--- src/rtl/sw_pkg.sv ---
// ----------------------------------------------------------------------------
// sw_pkg
// Shared types and helpers for the output-port arbiter and its picker.
//   state_e : arbiter FSM states (IDLE, OWN, ABORT, GAP)
//   CNT_W   : width of the frame / drop statistics counters
//   BEAT_W  : width of the per-frame beat counter used by the optional
//             frame timeout (SW_ARB_FRAME_TIMEOUT_EN)
//   onehot  : index -> one-hot vector (up to 16 ports)
// ----------------------------------------------------------------------------
package sw_pkg;

    typedef enum logic [1:0] {
        IDLE  = 2'd0,
        OWN   = 2'd1,
        ABORT = 2'd2,
        GAP   = 2'd3
    } state_e;

    localparam int CNT_W  = 16;
    localparam int BEAT_W = 16;

    function automatic logic [15:0] onehot(input logic [3:0] idx);
        onehot = 16'b1 << idx;
    endfunction

endpackage

--- src/rtl/sw_rr_picker.sv ---
// ----------------------------------------------------------------------------
// sw_rr_picker
// Purely combinational rotating-priority picker. Searches req_i starting at
// ptr_i, ascending with wrap-around, and returns the first set bit.
// Ports:
//   req_i    [N-1:0]  request vector
//   ptr_i    [IW-1:0] index holding highest priority (must be < N)
//   winner_o [IW-1:0] index of the winning request (0 when none)
//   valid_o           at least one request is set
// ----------------------------------------------------------------------------
module sw_rr_picker #(
    parameter  int N  = 4,
    localparam int IW = (N > 1) ? $clog2(N) : 1
) (
    input  logic [N-1:0]  req_i,
    input  logic [IW-1:0] ptr_i,
    output logic [IW-1:0] winner_o,
    output logic          valid_o
);

    always_comb begin
        logic found;
        int   idx;
        found    = 1'b0;
        winner_o = '0;
        valid_o  = |req_i;
        for (int k = 0; k < N; k++) begin
            idx = int'(ptr_i) + k;
            if (idx >= N) begin
                idx = idx - N;
            end
            if (!found && req_i[idx]) begin
                winner_o = IW'(idx);
                found    = 1'b1;
            end
        end
    end

endmodule

--- src/rtl/sw_out_port_arbiter.sv ---
// ----------------------------------------------------------------------------
// sw_out_port_arbiter
// Round-robin, frame-granular arbiter sharing one output FIFO write port
// between N_PORTS input frame FSMs. One frame is forwarded at a time; losing
// and waiting ports are held off through busy.
// Ports:
//   clk, rst (sync, active-high)
//   req       [N_PORTS-1:0]          per-port write request, high per beat
//   data_in   [N_PORTS*W_WIDTH-1:0]  packed per-port data byte
//   fifo_full                        output FIFO full
//   fifo_wr / fifo_data              FIFO write strobe / data (combinational)
//   busy      [N_PORTS-1:0]          per-port busy back to the input FSMs
//   grant     [N_PORTS-1:0]          one-hot owner, zero when no owner
//   frame_cnt / drop_cnt [15:0]      completed / aborted frames (wrapping)
// Optional: define SW_ARB_FRAME_TIMEOUT_EN to abort frames reaching
// MAX_BEATS beats (MAX_BEATS >= 2).
// ----------------------------------------------------------------------------
module sw_out_port_arbiter
    import sw_pkg::*;
#(
    parameter int W_WIDTH   = 8,
    parameter int N_PORTS   = 4,
    parameter int MAX_BEATS = 64
) (
    input  logic                         clk,
    input  logic                         rst,
    input  logic [N_PORTS-1:0]           req,
    input  logic [N_PORTS*W_WIDTH-1:0]   data_in,
    input  logic                         fifo_full,
    output logic                         fifo_wr,
    output logic [W_WIDTH-1:0]           fifo_data,
    output logic [N_PORTS-1:0]           busy,
    output logic [N_PORTS-1:0]           grant,
    output logic [CNT_W-1:0]             frame_cnt,
    output logic [CNT_W-1:0]             drop_cnt
);

    localparam int IW = (N_PORTS > 1) ? $clog2(N_PORTS) : 1;

    state_e               state_q, state_d;
    logic [IW-1:0]        rr_ptr_q, rr_ptr_d;
    logic [IW-1:0]        owner_q, owner_d;
    logic [N_PORTS-1:0]   grant_q, grant_d;
    logic [N_PORTS-1:0]   busy_q, busy_d;
    logic [CNT_W-1:0]     frame_cnt_q, frame_cnt_d;
    logic [CNT_W-1:0]     drop_cnt_q, drop_cnt_d;
`ifdef SW_ARB_FRAME_TIMEOUT_EN
    logic [BEAT_W-1:0]    beat_q, beat_d;
`endif

    logic [IW-1:0]        pick_idx;
    logic                 pick_vld;
    logic [IW-1:0]        cur_idx;
    logic [IW-1:0]        next_ptr;
    logic [N_PORTS-1:0]   cur_oh;
    logic                 wr_raw;
    logic [W_WIDTH-1:0]   port_data [N_PORTS];

    generate
        for (genvar gi = 0; gi < N_PORTS; gi++) begin : g_unpack
            assign port_data[gi] = data_in[gi*W_WIDTH +: W_WIDTH];
        end
    endgenerate

    sw_rr_picker #(.N(N_PORTS)) u_picker (
        .req_i    (req),
        .ptr_i    (rr_ptr_q),
        .winner_o (pick_idx),
        .valid_o  (pick_vld)
    );

    // In IDLE the winner is live from the picker so the first beat is not
    // lost; afterwards the registered owner steers the mux.
    assign cur_idx  = (state_q == IDLE) ? pick_idx : owner_q;
    assign cur_oh   = N_PORTS'(onehot(4'(cur_idx)));
    assign next_ptr = (owner_q == IW'(N_PORTS - 1)) ? '0 : owner_q + 1'b1;

    assign fifo_data = port_data[cur_idx];
    assign fifo_wr   = wr_raw & ~rst;
    assign grant     = grant_q;
    assign busy      = busy_q;
    assign frame_cnt = frame_cnt_q;
    assign drop_cnt  = drop_cnt_q;

    always_comb begin
        state_d     = state_q;
        rr_ptr_d    = rr_ptr_q;
        owner_d     = owner_q;
        grant_d     = grant_q;
        busy_d      = busy_q;
        frame_cnt_d = frame_cnt_q;
        drop_cnt_d  = drop_cnt_q;
        wr_raw      = 1'b0;
`ifdef SW_ARB_FRAME_TIMEOUT_EN
        beat_d      = beat_q;
`endif
        case (state_q)
            IDLE: begin
                if (pick_vld) begin
                    wr_raw  = ~fifo_full;
                    owner_d = pick_idx;
                    if (fifo_full) begin
                        state_d = ABORT;
                        grant_d = '0;
                        busy_d  = '1;
                    end else begin
                        state_d = OWN;
                        grant_d = cur_oh;
                        busy_d  = ~cur_oh;
`ifdef SW_ARB_FRAME_TIMEOUT_EN
                        // Counts beats written; the IDLE beat is the first.
                        beat_d  = BEAT_W'(1);
`endif
                    end
                end
            end
            OWN: begin
                // Owner dropping req wins over fifo_full: frame is complete.
                if (!req[owner_q]) begin
                    state_d     = GAP;
                    frame_cnt_d = frame_cnt_q + 1'b1;
                    rr_ptr_d    = next_ptr;
                    grant_d     = '0;
                    busy_d      = '1;
                end else if (fifo_full) begin
                    state_d = ABORT;
                    grant_d = '0;
                    busy_d  = '1;
                end else begin
                    wr_raw = 1'b1;
`ifdef SW_ARB_FRAME_TIMEOUT_EN
                    beat_d = beat_q + 1'b1;
                    if (beat_d >= BEAT_W'(MAX_BEATS)) begin
                        state_d = ABORT;
                        grant_d = '0;
                        busy_d  = '1;
                    end
`endif
                end
            end
            ABORT: begin
                // Hold until every port has let go so no partial frame resumes.
                if (!(|req)) begin
                    state_d    = GAP;
                    drop_cnt_d = drop_cnt_q + 1'b1;
                    rr_ptr_d   = next_ptr;
                end
            end
            GAP: begin
                state_d = IDLE;
                busy_d  = '0;
                grant_d = '0;
            end
            default: begin
                state_d = IDLE;
            end
        endcase
    end

    always_ff @(posedge clk) begin
        if (rst) begin
            state_q     <= IDLE;
            rr_ptr_q    <= '0;
            owner_q     <= '0;
            grant_q     <= '0;
            busy_q      <= '0;
            frame_cnt_q <= '0;
            drop_cnt_q  <= '0;
`ifdef SW_ARB_FRAME_TIMEOUT_EN
            beat_q      <= '0;
`endif
        end else begin
            state_q     <= state_d;
            rr_ptr_q    <= rr_ptr_d;
            owner_q     <= owner_d;
            grant_q     <= grant_d;
            busy_q      <= busy_d;
            frame_cnt_q <= frame_cnt_d;
            drop_cnt_q  <= drop_cnt_d;
`ifdef SW_ARB_FRAME_TIMEOUT_EN
            beat_q      <= beat_d;
`endif
        end
    end

endmodule

--- config.mk ---
export PLATFORM = sky130hd
export DESIGN_NAME = sw_out_port_arbiter
export DESIGN_NICKNAME = d
export VERILOG_FILES = /design/src/rtl/sw_pkg.sv /design/src/rtl/sw_rr_picker.sv /design/src/rtl/sw_out_port_arbiter.sv
export SDC_FILE = /design/constraint.sdc
export NUM_CORES = 1
export LEC_CHECK = 0
export ABC_AREA = 1
export ABC_CLOCK_PERIOD_IN_PS = 2400
export CORE_ASPECT_RATIO = 2
export CORE_MARGIN = 4
export CORE_UTILIZATION = 49
export CTS_BUF_LIST = sky130_fd_sc_hd__clkbuf_8
export CTS_CLUSTER_DIAMETER = 200
export CTS_CLUSTER_SIZE = 16
export DETAILED_ROUTE_END_ITERATION = 16
export MAX_ROUTING_LAYER = met4
export PLACE_DENSITY = 0.84
export SETUP_SLACK_MARGIN = 0.15
export SLEW_MARGIN = 20
export SYNTH_ARGS = -nofsm -noshare
export SYNTH_HDL_FRONTEND = slang
export SYNTH_SLANG_ARGS = --single-unit
--- constraint.sdc ---
create_clock -name clk -period 2.4 [get_ports clk]
set_input_delay 0.6 -clock clk [delete_from_list [all_inputs] [get_ports clk]]
set_output_delay 0.6 -clock clk [all_outputs]
set_load 0.01 [all_outputs]
==> results_dict.tcl, run 1 <==
set metrics [dict create \
    total_power_mw 5.433 \
    synth_cells 410 \
    path_class "flop to output pin" \
    grt_pass1_vias 3539 \
    clk_path_buf_depth 2 \
    hold_viol_final 0 \
    timing.critical_path.slowest_stage_cell "dfxtp_2" \
    hp-class "flop to flop" \
    wl_per_cell_um 14.90 \
    layout-drive-gt1-share_pct 26.52 \
    path_clk_slew_ns 0.09 \
    fin_skew_ns 0.007775 \
    avgSynthCellArea_um2 6.952 \
    report.final.setup_viol 8 \
    die_area_um2 7175 \
    pre_cts_slack_ns -1.019 \
    power_density_nw_per_um2 1227 \
    grt_pass1_wl_mm 14.94 \
    synthDistinctLibCells 35 \
    tns_ns -2.708 \
    synthArstFlopShare_pct 0 \
    slowest_delay_ns 0.34 \
    post_drt_via_cell_ratio 5.431 \
    vias 3362 \
    yosysTopAreaCell "dfxtp_1" \
    status "finished with violations" \
    ys_dominant_reg_cell "dfxtp_1" \
    drc_errors 0 \
    cp-start-kind "flop" \
    std_cell_rows 39 \
    initial_core_util_pct 50.35 \
    grt_max_degree 25 \
    boundaryPins 88 \
    synth.area.top_cells "dfxtp_1, nand2_1, nand3_1" \
    finalNetCount 603 \
    dpl_cell_area_um2 4101 \
    cts-root-buf "clkbuf_8" \
    synth_seq_cells 46 \
    core_um2 5660 \
    hold_buffers 0 \
    cts_buffers 5 \
    clock.fmax_mhz 359.3 \
    drv_slew 0 \
    die_x_um 61.93 \
    worstMarginPinSlew_ns 0.6554 \
    layout_setup_ws_ns -0.3832 \
    portBuffers 87 \
    final_cell_area_um2 4427 \
    synth_common_cells "nand2_1, dfxtp_1, nand3_1" \
    relSlewSlack_pct 56.26 \
    path_cells "buf_6 -> inv_8 -> nand2_2 -> nand3_2 -> inv_1 -> a31oi_1 -> nand4_1 -> nand2_4 -> buf_6 -> buf_6 -> nor2_4 -> nand2_1 -> nand4_1 -> buf_2" \
    rsz0062_at_grt "yes" \
    synth.cell_area_um2 2850 \
    clkSinkCount 46 \
    yosysTopAreaCellShare_pct 32.31 \
    p_leak_nw 1.923 \
    drv_cap 0 \
    grt.total_usage_pct 27.77 \
    syn_nets 456 \
    yosysWarnings 0 \
    cts_tree "yes" \
    worstPathRequired_ns 1.80 \
    clock_latency_ns 0.31 \
    worstPathArrival_ns 2.18 \
    wl_mm 9.225 \
    antenna_found_initial 0 \
    drtPass1Iterations 5 \
    place_congestion 0.8874 \
    fin_crit_sh_pct 116.0 \
    synth_edf_count 0 \
    cp_top_family "simple AND/OR/NAND/NOR gates" \
    cts.htree.levels 2 \
    dp_cells 596 \
    num_antenna_cells 0 \
    final_cells 619 \
    ant_nets 0 \
    synth_most_common_cell "nand2_1" \
    period_needed_ns 2.783 \
    end_kind "output pin" \
    yosysSeqAreaShare_pct 32.31 \
    overflow 0 \
    worstPathMaxFanout 5 \
    irDropWorstVdd_mv 1.405 \
    first_iter_violations 192 \
    dp_hpwl_mm 6.627 \
    critPathBufInv 6 \
    violations "negative setup slack" \
    fp.dieH_um 115.9 \
    crit_path_frequent_cell "buf_6" \
    area_delta_synth_final_pct 55.31 \
]
cell type report:
type,instances,area (µm²)
sequential,46,923.4
clock inverter,3,40.04
fill,385,1234
inverter,51,198.9
tap,61,76.32
multi-input combinational,301,1765
timing repair inverter,1,6.256
timing repair buffer,151,1348
clock buffer,5,68.82
flip-flops by register name, summed over array words and instances, names as in the netlist:
name / count
owner_q: 2
rr_ptr_q: 2
frame_cnt: 16
drop_cnt: 16
grant: 4
busy: 4
state_q: 2
where the power goes:
group	switching (mW)	internal (mW)	leakage [nW]	total (mW)
combinational	2.07	1.82	1.49	3.89
sequential	0.0924	0.877	0.374	0.969
clock	0.270	0.307	0.0579	0.577
tightest hold or removal path: cells and delay by family, from the launching register on:
| kind | cells | cell delay [ns] |
|---|---|---|
| AOI/OAI and AO/OA | 1 | 0.05 |
| and+or+nand+nor | 1 | 0.06 |
| DFF | 1 | 0.32 |
cell families after synthesis:
| logic type | after synthesis | share of synthesized area (%) |
|---|---|---|
| xor+xnor | 6 | 1.844 |
| buf+inv | 64 | 10.62 |
| fa+ha+maj | 7 | 3.073 |
| flops | 46 | 32.31 |
| compound gates | 71 | 13.52 |
| simple gates | 216 | 38.63 |
cell usage in the layout (no fill, tap or decap), drive strengths merged, types with 7 or more instances in the layout:
cell           synthesis  layout
a21oi                 34      34
buf                    9      77
clkdlybuf4s50          0      74
dfxtp                 46      46
ha                     7       7
inv                   50      51
nand2                100     100
nand3                 50      50
nand4                 18      18
nor2                  35      36
nor3                  11      11
o21ai                 26      26
worst paths after layout:
check                                  from           end  slack (ns)  depth (start not counted)
worst max-delay path            rr_ptr_q[0]  fifo_data[4]       -0.38                         14
worst max register to register  rr_ptr_q[0]      grant[3]        0.24                         16
worst min-delay path               grant[2]      grant[2]        0.47                          2
worst min register to register     grant[2]      grant[2]        0.47                          2
routing by layer:
metal  vias up  track usage, %  share of wire (%)
li1       1656               -                  -
met1      1583           24.67                 35
met2        89           51.78                 58
met3        34           4.459                3.4
met4         0           15.16                3.8
met5         -               -                  0
per-stage QoR:
step                      util (%)  hold slack (ns)
final                        78.21           0.4714
after global placement       72.46           0.4537
after floorplan                  -           0.4889
after detailed placement     72.46           0.4606
after global routing         78.21           0.5134
after CTS                    77.23           0.4731
timing repair:
item | 4_1_cts | 5_1_grt
gates cloned | 2 | 0
endpoints found under the setup margin | 11 | 10
gates resized for setup | 85 | 9
pin swaps | 19 | 7
buffers inserted | 11 | 2
Note: power is estimated with default switching activity, not from simulation.
==> inputs of run 2 (changes only) <==
Settings changed: GPL_ROUTABILITY_DRIVEN set to 0.
==> results of run 2 <==
No change in the layout: final DEF, timing and power equal those of run 1.
==> inputs of run 3 (changes only) <==
Settings changed: SETUP_SLACK_MARGIN 0.15 to not set.
==> run 3 against run 2 <==
Net effect:
- sequential cell count unchanged
- die area unchanged
- power down 5.0%
- first-iteration DRC count down 25%
- largest power group unchanged
- clock power down 21%
- the run still ends with negative setup slack left
- core utilization down 0.88 points
- cell area down 1.1%
- clock skew down 0.0014 ns
- critical endpoint is now fifo_data[3]
- sequential power up 0.9%
==> results_dict.tcl, run 3 (same netlist as run 1, synthesis figures left out) <==
set metrics [dict create \
    seqPwrFrac_pct 18.9 \
    overflow 0 \
    num_antenna_cells 0 \
    post_drt_via_cell_ratio 5.483 \
    wl_per_cell_um 14.84 \
    path_cells "buf_6 -> inv_8 -> nand2_1 -> nand2_1 -> nand2_1 -> nand2_1 -> nand4_1 -> nand4_1 -> nand2_4 -> nor2_4 -> buf_6 -> nand2_1 -> nand4_1 -> buf_2" \
    drv_slew 0 \
    hold_viol_final 0 \
    slowest_delay_ns 0.36 \
    crit_path_frequent_cell "nand2_1" \
    drtPass1Iterations 6 \
    vias 3383 \
    violations "negative setup slack" \
    fp.dieH_um 115.9 \
    dp_cells 595 \
    cts_buffers 5 \
    rrSetupSlack_ns 0.33 \
    worstMarginPinSlew_ns 0.7008 \
    cp_top_family "simple AND/OR/NAND/NOR gates" \
    cts_tree "yes" \
    grt.total_usage_pct 26.56 \
    crit_path_start "rr_ptr_q[0]" \
    grt_pass1_wl_mm 14.23 \
    clock_latency_ns 0.31 \
    hp-start "grant[1]" \
    power_density_nw_per_um2 1179 \
    final_cell_mix "clkdlybuf4s50_1, nand2_1, buf_4" \
    clock_power_share_pct 8.8 \
    worstPathRequired_ns 1.80 \
    area_delta_synth_final_pct 53.56 \
    worst_hold_slack_ns 0.4730 \
    finalNetCount 602 \
    final_cells 617 \
    p_leak_nw 1.913 \
    drc_errors 0 \
    fin_skew_ns 0.006338 \
    boundaryPins 88 \
    dp_hpwl_mm 6.738 \
    antenna_found_initial 0 \
    clk_path_buf_depth 2 \
    timing.critical_path.slowest_stage_cell "dfxtp_4" \
    mostFrequentLayoutCell "clkdlybuf4s50_1" \
    period_needed_ns 2.710 \
    layout-drive-gt1-share_pct 25.54 \
    grt_pass1_vias 3424 \
    hold_buffers 0 \
    p_int_mw 2.827 \
    die_area_um2 7175 \
    clock.fmax_mhz 368.9 \
    critPathBufInv 4 \
    p_switching_mw 2.334 \
    irDropWorstVdd_mv 1.548 \
    cts-root-buf "clkbuf_8" \
    worstPathMaxFanout 5 \
    std_cell_rows 39 \
    status "finished with violations" \
    ant_nets 0 \
    regToRegStartpoint "frame_cnt[0]" \
    cts.htree.levels 2 \
    final_cell_area_um2 4377 \
    core_um2 5660 \
    power_switching_share_pct 45.22 \
    relSlewSlack_pct 53.23 \
    cp-start-kind "flop" \
    end_kind "output pin" \
    layout_setup_ws_ns -0.3105 \
    path_class "flop to output pin" \
    dpl_cell_area_um2 4104 \
    rsz0062_at_grt "yes" \
    drv_cap 0 \
    path_clk_slew_ns 0.08 \
    worstPathArrival_ns 2.11 \
    fin_crit_sh_pct 112.9 \
    total_power_mw 5.161 \
    initial_core_util_pct 50.35 \
    first_iter_violations 144 \
    portBuffers 87 \
    comb_power_share_pct 72.3 \
    wl_mm 9.158 \
    clkSinkCount 46 \
    die_x_um 61.93 \
    report.final.setup_viol 8 \
    grt_max_degree 25 \
    hp-class "flop to flop" \
]
-- run 3: worst paths after layout --
path,to,cells after the start
worst max-delay path,fifo_data[3],14
worst min-delay path,grant[1],2
worst min register to register,grant[1],2
worst max register to register,frame_cnt[14],10
-- run 3: per-stage QoR --
stage	TNS [ns]	setup WS (ns)	util, %
5_1_grt	-3.317	-0.4390	77.32
4_1_cts	-1.794	-0.2420	76.33
3_3_place_gp	-10.50	-0.9925	72.50
2_1_floorplan	0	0.08204	-
6_report	-2.266	-0.3105	77.32
3_5_place_dp	-12.67	-1.052	72.50
-- run 3: layer usage --
layer / up-vias / track usage (%) / wire [µm] / share of wire (%)
met5: - / - / 0 / 0
met4: 0 / 15.16 / 373 / 4.1
met3: 34 / 4.459 / 380 / 4.1
met2: 97 / 49.48 / 5316 / 58
met1: 1598 / 23.20 / 3089 / 34
li1: 1654 / - / - / -
-- run 3: area by class of cell --
| class | count | area (µm²) |
|---|---|---|
| multi-input combinational | 300 | 1748 |
| timing repair buffer | 151 | 1340 |
| fill | 408 | 1284 |
| sequential | 46 | 928.4 |
| inverter | 51 | 201.4 |
| tap | 61 | 76.32 |
| clock buffer | 5 | 68.82 |
| clock inverter | 2 | 7.507 |
| timing repair inverter | 1 | 6.256 |
-- run 3: timing repair --
action                     CTS  global route
buffers inserted            12             1
setup endpoints to repair    9             9
gates resized for setup     89             7
cloned                       1             1
pin swaps                    8             6
-- run 3: tightest hold or removal path, delay by kind of cell, from the launching register on --
family | cells | cell delay [ns]
AO/OA/AOI/OAI | 1 | 0.06
flip-flops | 1 | 0.32
AND/OR/NAND/NOR | 1 | 0.06
-- run 3: power by group through the flow --
stage,sequential [mW],combinational (mW),clock [mW]
floorplan,0.999,1.93,0
finish,0.978,3.73,0.453
CTS,0.972,3.61,0.465
global placement,0.971,3.33,0
global route,0.993,4.04,0.492
detailed placement,0.972,3.42,0
